==> config.mk <==
export PLATFORM = sky130hd
export DESIGN_NAME = interconnect_mfft_to_two_sfft
export DESIGN_NICKNAME = d
export VERILOG_FILES = /design/src/rtl/interconnect_mfft_to_two_sfft_pkg.sv /design/src/rtl/interconnect_mfft_to_two_sfft_bank.sv /design/src/rtl/interconnect_mfft_to_two_sfft.sv
export SDC_FILE = /design/constraint.sdc
export NUM_CORES = 1
export LEC_CHECK = 0
export CORE_ASPECT_RATIO = 0.7
export CORE_UTILIZATION = 30
export DETAILED_ROUTE_END_ITERATION = 8
export PLACE_DENSITY = 0.51
export SLEW_MARGIN = 20
export SYNTH_ARGS = -nofsm -noshare
export SYNTH_HDL_FRONTEND = slang
export SYNTH_HIERARCHICAL = 1
export SYNTH_SLANG_ARGS = --single-unit
==> constraint.sdc <==
create_clock -name clk -period 4.6 [get_ports clk]
set_input_delay 0.92 -clock clk [delete_from_list [all_inputs] [get_ports clk]]
set_output_delay 0.92 -clock clk [all_outputs]
set_load 0.03 [all_outputs]
==> src/rtl/interconnect_mfft_to_two_sfft_pkg.sv <==
// Shared definitions for the mFFT <-> two-sFFT interconnects: frame sizing and FSM encoding.
// Also imported by interconnect_two_sfft_to_mfft.
package interconnect_mfft_to_two_sfft_pkg;

  localparam int unsigned SizeBufferDefault = 3;
  localparam int unsigned NfftDefault       = 1 << SizeBufferDefault;
  localparam int unsigned NfftHalfDefault   = NfftDefault / 2;

  typedef enum logic {
    StFill,
    StDrain
  } fft_state_e;

  function automatic int unsigned nfft_f(input int unsigned size_buffer);
    return 1 << size_buffer;
  endfunction

  function automatic int unsigned nfft_half_f(input int unsigned size_buffer);
    return (1 << size_buffer) / 2;
  endfunction

endpackage

==> src/rtl/interconnect_mfft_to_two_sfft_bank.sv <==
// Simple dual-port bank for one half of the split frame: one write port, registered read.
// Contents are intentionally not reset.
module sfft_split_bank #(
  parameter int unsigned ADDR_W = 2,
  parameter int unsigned DATA_W = 32
) (
  input  logic              clk,
  input  logic              wr_en,
  input  logic [ADDR_W-1:0] wr_addr,
  input  logic [DATA_W-1:0] wr_data,
  input  logic              rd_en,
  input  logic [ADDR_W-1:0] rd_addr,
  output logic [DATA_W-1:0] rd_data
);

  localparam int unsigned Depth = 1 << ADDR_W;

  logic [DATA_W-1:0] mem [Depth];

  always_ff @(posedge clk) begin
    if (wr_en) begin
      mem[wr_addr] <= wr_data;
    end
    // rd_data holds when not enabled; the output stage relies on that while stalled.
    if (rd_en) begin
      rd_data <= mem[rd_addr];
    end
  end

endmodule

==> src/rtl/interconnect_mfft_to_two_sfft.sv <==
// Splits a natural-order frame of NFFT complex samples into even/odd streams for two
// half-size FFTs. Frame is buffered in two banks, then drained pairwise with backpressure.
module interconnect_mfft_to_two_sfft
  import interconnect_mfft_to_two_sfft_pkg::*;
#(
  parameter int unsigned SIZE_BUFFER = SizeBufferDefault,
  parameter int unsigned SIZE_DATA   = 16
) (
  input  logic                 clk,
  input  logic                 reset,
  input  logic [SIZE_DATA-1:0] in_i,
  input  logic [SIZE_DATA-1:0] in_q,
  input  logic                 in_valid,
  output logic                 in_ready,
  output logic [SIZE_DATA-1:0] data_chet_i,
  output logic [SIZE_DATA-1:0] data_chet_q,
  output logic [SIZE_DATA-1:0] data_Nchet_i,
  output logic [SIZE_DATA-1:0] data_Nchet_q,
  output logic                 valid_chet,
  output logic                 valid_Nchet,
  input  logic                 resiveChet,
  input  logic                 resiveNChet,
  output logic                 out_last,
  output logic                 frameDone
);

  localparam int unsigned Nfft     = nfft_f(SIZE_BUFFER);
  localparam int unsigned NfftHalf = nfft_half_f(SIZE_BUFFER);
  localparam int unsigned AddrW    = SIZE_BUFFER - 1;
  localparam int unsigned DataW    = 2 * SIZE_DATA;

  localparam logic [SIZE_BUFFER-1:0] InLastIdx = SIZE_BUFFER'(Nfft - 1);
  localparam logic [SIZE_BUFFER-1:0] RdEnd     = SIZE_BUFFER'(NfftHalf);
  localparam logic [SIZE_BUFFER-1:0] RdLastIdx = SIZE_BUFFER'(NfftHalf - 1);
  localparam logic [AddrW-1:0]       OutLastIdx = AddrW'(NfftHalf - 1);

  fft_state_e state_q, state_d;

  logic [SIZE_BUFFER-1:0] in_cnt_q, in_cnt_d;
  logic [SIZE_BUFFER-1:0] rd_cnt_q, rd_cnt_d;
  logic [AddrW-1:0]       out_cnt_q, out_cnt_d;
  logic                   s1_valid_q, s1_valid_d;
  logic                   s1_last_q, s1_last_d;
  logic                   out_valid_q, out_valid_d;
  logic                   out_last_q, out_last_d;
  logic                   frame_done_q, frame_done_d;
  logic [DataW-1:0]       out_even_q, out_even_d;
  logic [DataW-1:0]       out_odd_q, out_odd_d;

  logic             in_xfer;
  logic             even_we, odd_we;
  logic [AddrW-1:0] wr_addr;
  logic [DataW-1:0] wr_data;
  logic             rd_en;
  logic [AddrW-1:0] rd_addr;
  logic [DataW-1:0] even_rd, odd_rd;
  logic             accept;
  logic             load_out;
  logic             last_accept;

  // Input side: sample parity selects the bank, upper index bits address it.
  always_comb begin
    in_ready = (state_q == StFill);
    in_xfer  = in_ready & in_valid;
    wr_addr  = in_cnt_q[SIZE_BUFFER-1:1];
    wr_data  = {in_i, in_q};
    even_we  = in_xfer & ~in_cnt_q[0];
    odd_we   = in_xfer & in_cnt_q[0];
  end

  // Two-stage output pipeline: bank read register (s1) feeding the output register.
  // Reading one pair ahead keeps a pair per cycle flowing when both sinks are ready.
  always_comb begin
    accept      = out_valid_q & resiveChet & resiveNChet;
    load_out    = s1_valid_q & (~out_valid_q | accept);
    rd_en       = (state_q == StDrain) & (rd_cnt_q < RdEnd) & (~s1_valid_q | load_out);
    rd_addr     = rd_cnt_q[AddrW-1:0];
    last_accept = accept & (out_cnt_q == OutLastIdx);
  end

  sfft_split_bank #(
    .ADDR_W (AddrW),
    .DATA_W (DataW)
  ) u_even_bank (
    .clk     (clk),
    .wr_en   (even_we),
    .wr_addr (wr_addr),
    .wr_data (wr_data),
    .rd_en   (rd_en),
    .rd_addr (rd_addr),
    .rd_data (even_rd)
  );

  sfft_split_bank #(
    .ADDR_W (AddrW),
    .DATA_W (DataW)
  ) u_odd_bank (
    .clk     (clk),
    .wr_en   (odd_we),
    .wr_addr (wr_addr),
    .wr_data (wr_data),
    .rd_en   (rd_en),
    .rd_addr (rd_addr),
    .rd_data (odd_rd)
  );

  always_comb begin
    state_d      = state_q;
    in_cnt_d     = in_cnt_q;
    rd_cnt_d     = rd_cnt_q;
    out_cnt_d    = out_cnt_q;
    s1_valid_d   = s1_valid_q;
    s1_last_d    = s1_last_q;
    out_valid_d  = out_valid_q;
    out_last_d   = out_last_q;
    out_even_d   = out_even_q;
    out_odd_d    = out_odd_q;
    frame_done_d = 1'b0;

    unique case (state_q)
      StFill: begin
        if (in_xfer) begin
          in_cnt_d = in_cnt_q + 1'b1;
          if (in_cnt_q == InLastIdx) begin
            state_d  = StDrain;
            in_cnt_d = '0;
            rd_cnt_d = '0;
          end
        end
      end
      StDrain: begin
        if (rd_en) begin
          rd_cnt_d = rd_cnt_q + 1'b1;
        end
        if (last_accept) begin
          state_d      = StFill;
          frame_done_d = 1'b1;
          rd_cnt_d     = '0;
        end
      end
      default: state_d = StFill;
    endcase

    if (rd_en) begin
      s1_valid_d = 1'b1;
      s1_last_d  = (rd_cnt_q == RdLastIdx);
    end else if (load_out) begin
      s1_valid_d = 1'b0;
    end

    if (load_out) begin
      out_valid_d = 1'b1;
      out_last_d  = s1_last_q;
      out_even_d  = even_rd;
      out_odd_d   = odd_rd;
    end else if (accept) begin
      out_valid_d = 1'b0;
      out_last_d  = 1'b0;
    end

    if (accept) begin
      out_cnt_d = out_cnt_q + 1'b1;
    end
  end

  always_ff @(posedge clk) begin
    if (reset) begin
      state_q      <= StFill;
      in_cnt_q     <= '0;
      rd_cnt_q     <= '0;
      out_cnt_q    <= '0;
      s1_valid_q   <= 1'b0;
      s1_last_q    <= 1'b0;
      out_valid_q  <= 1'b0;
      out_last_q   <= 1'b0;
      frame_done_q <= 1'b0;
      out_even_q   <= '0;
      out_odd_q    <= '0;
    end else begin
      state_q      <= state_d;
      in_cnt_q     <= in_cnt_d;
      rd_cnt_q     <= rd_cnt_d;
      out_cnt_q    <= out_cnt_d;
      s1_valid_q   <= s1_valid_d;
      s1_last_q    <= s1_last_d;
      out_valid_q  <= out_valid_d;
      out_last_q   <= out_last_d;
      frame_done_q <= frame_done_d;
      out_even_q   <= out_even_d;
      out_odd_q    <= out_odd_d;
    end
  end

  always_comb begin
    data_chet_i  = out_even_q[DataW-1:SIZE_DATA];
    data_chet_q  = out_even_q[SIZE_DATA-1:0];
    data_Nchet_i = out_odd_q[DataW-1:SIZE_DATA];
    data_Nchet_q = out_odd_q[SIZE_DATA-1:0];
    valid_chet   = out_valid_q;
    valid_Nchet  = out_valid_q;
    out_last     = out_last_q;
    frameDone    = frame_done_q;
  end

endmodule

==> flow_metrics.env, run 1 <==
export IMPL_critical_path_data_required_time_ns=3.68
export IMPL_final_setup_tns_ns=0
export IMPL_hold_worst_slack_ns=0.454
export IMPL_n_antenna_cell=0
export IMPL_viasPerCell=4.46
export IMPL_detailedRoute_firstPassIterationCount=4
export IMPL_fp_dieArea_um2=48100
export IMPL_drcViolationCount=0
export IMPL_met1Wirelength_mm=14.5
export IMPL_most_common_layout_cells="sky130_fd_sc_hd__edfxtp_1, sky130_fd_sc_hd__nand2_1, sky130_fd_sc_hd__clkdlybuf4s50_1"
export IMPL_period_share=0.634
export IMPL_worst_hold_startpoint="out_even_q[13]$_SDFFE_PP0P_"
export IMPL_clk_buf_depth=3
export IMPL_reg2reg_from="rd_cnt_q[0]$_SDFFE_PP0P_"
export IMPL_worst_path_stages=1
export IMPL_critPathArrivalTime_ns=2.00
export IMPL_detailedPlace_worstSlack_ns=1.48
export IMPL_grt_max_degree=81
export IMPL_post_synth_top_area_cell="sky130_fd_sc_hd__edfxtp_1"
export IMPL_root_buffer_cell="sky130_fd_sc_hd__clkbuf_16"
export IMPL_area_growth_syn_to_layout_pct=20.0
export IMPL_effective_utilization_at_floorplan=0.304
export IMPL_clock_tree_htree_level_count=2
export IMPL_grt_pass1_vias=6947
export IMPL_critical_path_slowest_cell="sky130_fd_sc_hd__clkdlybuf4s50_1"
export IMPL_gr_usage_all_layers=0.122
export IMPL_postCtsSetupRepairBufs=0
export IMPL_top_achievable_clock_speed_mhz=343
export IMPL_hold_path_end="out_even_q[13]$_SDFFE_PP0P_"
export IMPL_grt_antenna_before_repair=0
export IMPL_synth_area_leaders="sky130_fd_sc_hd__edfxtp_1, sky130_fd_sc_hd__dfxtp_1, sky130_fd_sc_hd__mux4_2"
export IMPL_setup_violations=0
export IMPL_timing_clock_skew_ns=0.0164
export IMPL_post_synth_inst_count=757
export IMPL_nNetsFinal=915
export IMPL_route_met3_wl_mm=1.53
export IMPL_path_max_fanout=9
export IMPL_dr_total_vias=6764
export IMPL_ratio_of_cells_with_drive_above_1_in_the_final_layout=0.158
export IMPL_timing_final_max_slew_violations=0
export IMPL_nFillCells=4342
export IMPL_wl_mm=29.1
export IMPL_min_period_ns=2.92
export IMPL_drt_antenna_violating_nets=0
export IMPL_ys_warnings_count=6
export IMPL_cap_viol_max_count=0
export IMPL_layout_area_seq_um2=11200
export IMPL_buffer_ports_inserted=105
export IMPL_timing_worst_slew_pin_value_ns=1.10
export IMPL_startpoint="valid_Nchet$_SDFFE_PP0P_"
export IMPL_path_cells="clkdlybuf4s50_1"
export IMPL_wire_length_of_the_first_global_routing_pass_mm=43.7
export IMPL_layout_cells_most_common="sky130_fd_sc_hd__edfxtp_1"
export IMPL_dp_final_hpwl_mm=16.5
export IMPL_layout_cell_area_non_filler_um2=17000
export IMPL_syn_mean_instance_area_um2=18.7
export IMPL_hold_violations=0
export IMPL_worst_ir_drop_vdd_mv=0.198
export IMPL_hold_depth=2
export IMPL_setup_reg_to_reg_worst_slack_ns=2.38
export IMPL_finalWeightedCongestion=0.700
export IMPL_placed_area_um2=15800
export IMPL_ys_seq_elements=398
export IMPL_cts_resized=0
export IMPL_die_height_um=184
export IMPL_reg2regPathDepth=2
export IMPL_cts_hold_buf=0
export IMPL_timing_critical_path_max_delay_family="buffers and inverters"
export IMPL_multiInputGateArea_um2=2690
export IMPL_share_of_yosys_cell_area_claimed_by_the_top_area_cell_type=0.678
export IMPL_rows=66
export IMPL_insertion_delay_ns=0.55
export IMPL_setup_repair_after_global_routing_missed_its_margin="no"
export IMPL_finalWorstSetupSlack_ns=1.68
export IMPL_powerDensity_nw_per_um2=425
export IMPL_synthesis_nets=799
export IMPL_wire_per_inst_um=19.2
export IMPL_worstPathBufferInverterCount=1
export IMPL_status="completed"
export IMPL_max_stage_delay_ns=0.78
export IMPL_worst_hold_path_type="register to register"
export IMPL_core_area_um2=46600
export IMPL_seq_area_frac_synth=0.788
export IMPL_io_pins=106
export IMPL_cts_clk_slew_worst_paths_ns=0.06
export IMPL_timing_setup_critical_path_class="register to output pin"
export IMPL_tritoncts="built"
export IMPL_start_kind="register"
export IMPL_congestion_overflow_gr=0
export IMPL_timing_slew_headroom=0.270
export IMPL_wl_met2_mm=12.5
export IMPL_yosysUniqueCellTypes=32
export IMPL_p_leak_nw=5.20
export IMPL_cts_sinks=398
export IMPL_synth_area_um2=14200
export IMPL_die_w_um=262
export IMPL_regToRegEndpoint="u_even_bank/rd_data[31]$_DFFE_PP_"
export IMPL_numCtsBuffers=41
export IMPL_endpoint_class_of_the_critical_path="output pin"
export IMPL_top_layer="met4"
export IMPL_drt_iter0_markers=486
-- power breakdown --
group | switching, mW | internal (mW)
clock | 1.36 | 1.78
sequential | 0.0108 | 3.93
combinational | 0.0904 | 0.0593
total | 1.46 | 5.78
-- logic make-up after synthesis --
| kind of cell | after synthesis | synth area share |
|---|---|---|
| mux | 66 | 0.104 |
| compound gates | 80 | 0.0299 |
| buf+inv | 42 | 0.0246 |
| flops | 398 | 0.788 |
| xor+xnor | 1 | 0.000618 |
| fa+ha+maj | 5 | 0.00441 |
| simple gates | 165 | 0.0484 |
-- flip-flops by register name (all words and copies together), names as in the netlist, 2 cells and up --
signal               cells
u_odd_bank/mem         128
u_even_bank/rd_data     32
out_cnt_q                2
out_odd_q               32
u_even_bank/mem        128
rd_cnt_q                 3
u_odd_bank/rd_data      32
out_even_q              32
in_cnt_q                 3
-- synthesized netlist by cell type --
cell / number
sky130_fd_sc_hd__inv_1: 4
sky130_fd_sc_hd__a21oi_1: 73
sky130_fd_sc_hd__nor3_1: 3
sky130_fd_sc_hd__mux2i_1: 2
sky130_fd_sc_hd__nand2b_1: 4
sky130_fd_sc_hd__edfxtp_1: 320
sky130_fd_sc_hd__nand3b_1: 1
sky130_fd_sc_hd__nor3b_1: 3
sky130_fd_sc_hd__and3b_1: 4
sky130_fd_sc_hd__dfxtp_1: 78
sky130_fd_sc_hd__a21oi_2: 1
sky130_fd_sc_hd__mux4_2: 60
sky130_fd_sc_hd__buf_12: 6
sky130_fd_sc_hd__and3_1: 4
sky130_fd_sc_hd__xnor2_1: 1
sky130_fd_sc_hd__nand2_2: 1
sky130_fd_sc_hd__a31o_2: 1
sky130_fd_sc_hd__a21boi_2: 1
sky130_fd_sc_hd__o22ai_1: 1
sky130_fd_sc_hd__buf_2: 9
sky130_fd_sc_hd__ha_1: 5
sky130_fd_sc_hd__nor2_1: 8
sky130_fd_sc_hd__a21bo_2: 1
sky130_fd_sc_hd__o21ai_0: 1
sky130_fd_sc_hd__nand2_1: 133
sky130_fd_sc_hd__clkbuf_1: 8
sky130_fd_sc_hd__nand3_1: 3
sky130_fd_sc_hd__buf_4: 8
sky130_fd_sc_hd__mux4_1: 4
sky130_fd_sc_hd__buf_6: 7
sky130_fd_sc_hd__o32ai_1: 1
sky130_fd_sc_hd__or2_2: 1
-- area by class of cell --
| type | instances | area share |
|---|---|---|
| clock buffer | 53 | 0.0635 |
| inverter | 4 | 0.000956 |
| multi-input combinational | 317 | 0.158 |
| timing repair buffer | 111 | 0.0650 |
| clock inverter | 22 | 0.0107 |
| sequential | 398 | 0.657 |
| tap | 612 | 0.0450 |
-- metrics by stage --
stage / std cells / util / total power, mW
2_1_floorplan: 757 / - / 4.08
3_3_place_gp: 1442 / 0.338 / 4.17
3_5_place_dp: 1442 / 0.338 / 4.17
4_1_cts: 1517 / 0.365 / 7.33
5_1_grt: 1517 / 0.365 / 7.48
6_report: 1517 / 0.365 / 7.24
-- layer usage --
metal  vias to the layer above  global-route usage
li1                       3147                   -
met1                      3428               0.182
met3                        43              0.0276
met2                       146               0.177
met5                         -                   0
met4                         0              0.0374
-- worst max-delay path by stage --
stage | slack (ns) | endpoint
2_1_floorplan | 0.51 | u_even_bank/mem[0][0]$_DFFE_PP_
3_3_place_gp | 1.55 | u_even_bank/mem[2][22]$_DFFE_PP_
3_5_place_dp | 1.48 | u_even_bank/mem[3][25]$_DFFE_PP_
4_1_cts | 1.64 | valid_Nchet
5_1_grt | 1.62 | valid_Nchet
6_report | 1.68 | valid_chet
Note: power is estimated with default switching activity, not from simulation.
==> run 2: changes to the inputs <==
==> constraint.sdc (replaced) <==
create_clock -name clk -period 2.7 [get_ports clk]
set_input_delay 0.54 -clock clk [delete_from_list [all_inputs] [get_ports clk]]
set_output_delay 0.54 -clock clk [all_outputs]
set_load 0.03 [all_outputs]
==> run 2 against run 1 <==
  * Hold slack got worse by 0.072 ns
  * Core utilization rose by 0.71 points
  * Final area grew 1.9%
  * Die area is the same
  * Combinational power up 78%
  * Sequential power rose by 71%
  * Cell count is 1.3% higher
  * Clock-buffer cell count decreased by 3
  * Via count up 2.3%
  * Sequential share of layout area down 1.3 points
  * Setup slack worse by 1.4 ns
  * Clock power up 72%
  * Critical path type unchanged
  * Critical endpoint is now in_ready
==> flow_metrics.env, run 2 (synthesis results as in run 1) <==
export IMPL_status="completed"
export IMPL_worst_hold_path_type="input pin to register"
export IMPL_setup_reg_to_reg_worst_slack_ns=0.89
export IMPL_die_height_um=184
export IMPL_viasPerCell=4.50
export IMPL_detailedRoute_firstPassIterationCount=6
export IMPL_n_antenna_cell=0
export IMPL_detailedPlace_worstSlack_ns=0.304
export IMPL_drcViolationCount=0
export IMPL_finalWeightedCongestion=0.688
export IMPL_timing_slew_headroom=0.682
export IMPL_cap_viol_max_count=0
export IMPL_largestRegisters="u_even_bank/mem (128), u_odd_bank/mem (128)"
export IMPL_timing_final_max_slew_violations=0
export IMPL_cts_clk_slew_worst_paths_ns=0.06
export IMPL_powerDensity_nw_per_um2=714
export IMPL_grt_antenna_before_repair=1
export IMPL_path_cells="inv_1 > clkdlybuf4s50_1"
export IMPL_endpoint_class_of_the_critical_path="output pin"
export IMPL_postCtsSetupRepairBufs=0
export IMPL_min_period_ns=2.42
export IMPL_hold_violations=0
export IMPL_path_max_fanout=5
export IMPL_post_layout_total_power_mw=12.4
export IMPL_p_leak_nw=5.35
export IMPL_grt_pass1_vias=7170
export IMPL_worstPathBufferInverterCount=2
export IMPL_setup_violations=0
export IMPL_effective_utilization_at_floorplan=0.304
export IMPL_finalWorstSetupSlack_ns=0.284
export IMPL_grt_max_degree=50
export IMPL_timing_setup_critical_path_class="register to output pin"
export IMPL_congestion_overflow_gr=0
export IMPL_core_area_um2=46600
export IMPL_most_common_layout_cells="sky130_fd_sc_hd__edfxtp_1, sky130_fd_sc_hd__nand2_1, sky130_fd_sc_hd__clkdlybuf4s50_1"
export IMPL_wire_length_of_the_first_global_routing_pass_mm=45.2
export IMPL_layout_cells_most_common="sky130_fd_sc_hd__edfxtp_1"
export IMPL_critPathArrivalTime_ns=1.88
export IMPL_insertion_delay_ns=0.55
export IMPL_die_w_um=262
export IMPL_fin_util=0.373
export IMPL_worst_ir_drop_vdd_mv=0.401
export IMPL_root_buffer_cell="sky130_fd_sc_hd__clkbuf_16"
export IMPL_gr_usage_all_layers=0.127
export IMPL_buffer_ports_inserted=105
export IMPL_cts_resized=0
export IMPL_numCtsBuffers=39
export IMPL_final_setup_tns_ns=0
export IMPL_cts_hold_buf=0
export IMPL_timing_critical_path_max_delay_family="buffers and inverters"
export IMPL_dp_final_hpwl_mm=18.1
export IMPL_wl_mm=29.9
export IMPL_top_achievable_clock_speed_mhz=414
export IMPL_io_pins=106
export IMPL_clock_tree_htree_level_count=2
export IMPL_nNetsFinal=936
export IMPL_hold_worst_slack_ns=0.382
export IMPL_wire_per_inst_um=19.4
export IMPL_timing_clock_skew_ns=0.0145
export IMPL_dr_total_vias=6918
export IMPL_drt_antenna_violating_nets=0
export IMPL_cts_sinks=398
export IMPL_area_growth_syn_to_layout_pct=22.4
export IMPL_rows=66
export IMPL_critical_path_slowest_cell="sky130_fd_sc_hd__clkdlybuf4s50_1"
export IMPL_placed_area_um2=16100
export IMPL_start_kind="register"
export IMPL_setup_repair_after_global_routing_missed_its_margin="no"
export IMPL_period_share=0.895
export IMPL_layout_cell_area_non_filler_um2=17400
export IMPL_max_stage_delay_ns=0.74
export IMPL_critical_path_data_required_time_ns=2.16
export IMPL_clk_buf_depth=3
export IMPL_drt_iter0_markers=492
export IMPL_tritoncts="built"
export IMPL_timing_worst_slew_pin_value_ns=0.477
export IMPL_number_of_instances_in_the_placed_design=1465
export IMPL_ratio_of_cells_with_drive_above_1_in_the_final_layout=0.184
export IMPL_fp_dieArea_um2=48100
export IMPL_layoutNonFillerInstCount=1537
## run 2: cell types whose count changed in the layout (fill, tap and decap cells not counted), sizes merged
cell,before,now
clkbuf,53,50
clkinvlp,2,3
clkinv,17,15
inv,5,6
buf,7,30
## run 2: path summary, 6_finish.rpt
path	startpoint	endpoint	cells past startpoint
max	state_q$_SDFF_PP0_	in_ready	2
min	reset	in_cnt_q[0]$_SDFFE_PP0P_	2
max reg2reg	rd_cnt_q[0]$_SDFFE_PP0P_	u_even_bank/rd_data[19]$_DFFE_PP_	2
min reg2reg	out_even_q[9]$_SDFFE_PP0P_	out_even_q[9]$_SDFFE_PP0P_	2
## run 2: per-layer routing
metal | GRT usage | share of wire
met2 | 0.194 | 0.45
met1 | 0.184 | 0.49
met5 | 0 | 0
met3 | 0.0269 | 0.046
met4 | 0.0307 | 0.018
## run 2: area by class of cell
class	instances	area [µm²]
Inverter	4	16.3
Sequential cell	398	11200
Multi-Input combinational cell	317	2700
Tap cell	612	766
Fill cell	4365	29200
Clock inverter	22	216
Clock buffer	50	1070
Timing Repair Buffer	134	1400
## run 2: report_power, final
| group | switching [mW] | internal [mW] |
|---|---|---|
| logic | 0.155 | 0.112 |
| registers | 0.0196 | 6.70 |
| clock network | 2.37 | 3.04 |
| total | 2.54 | 9.85 |
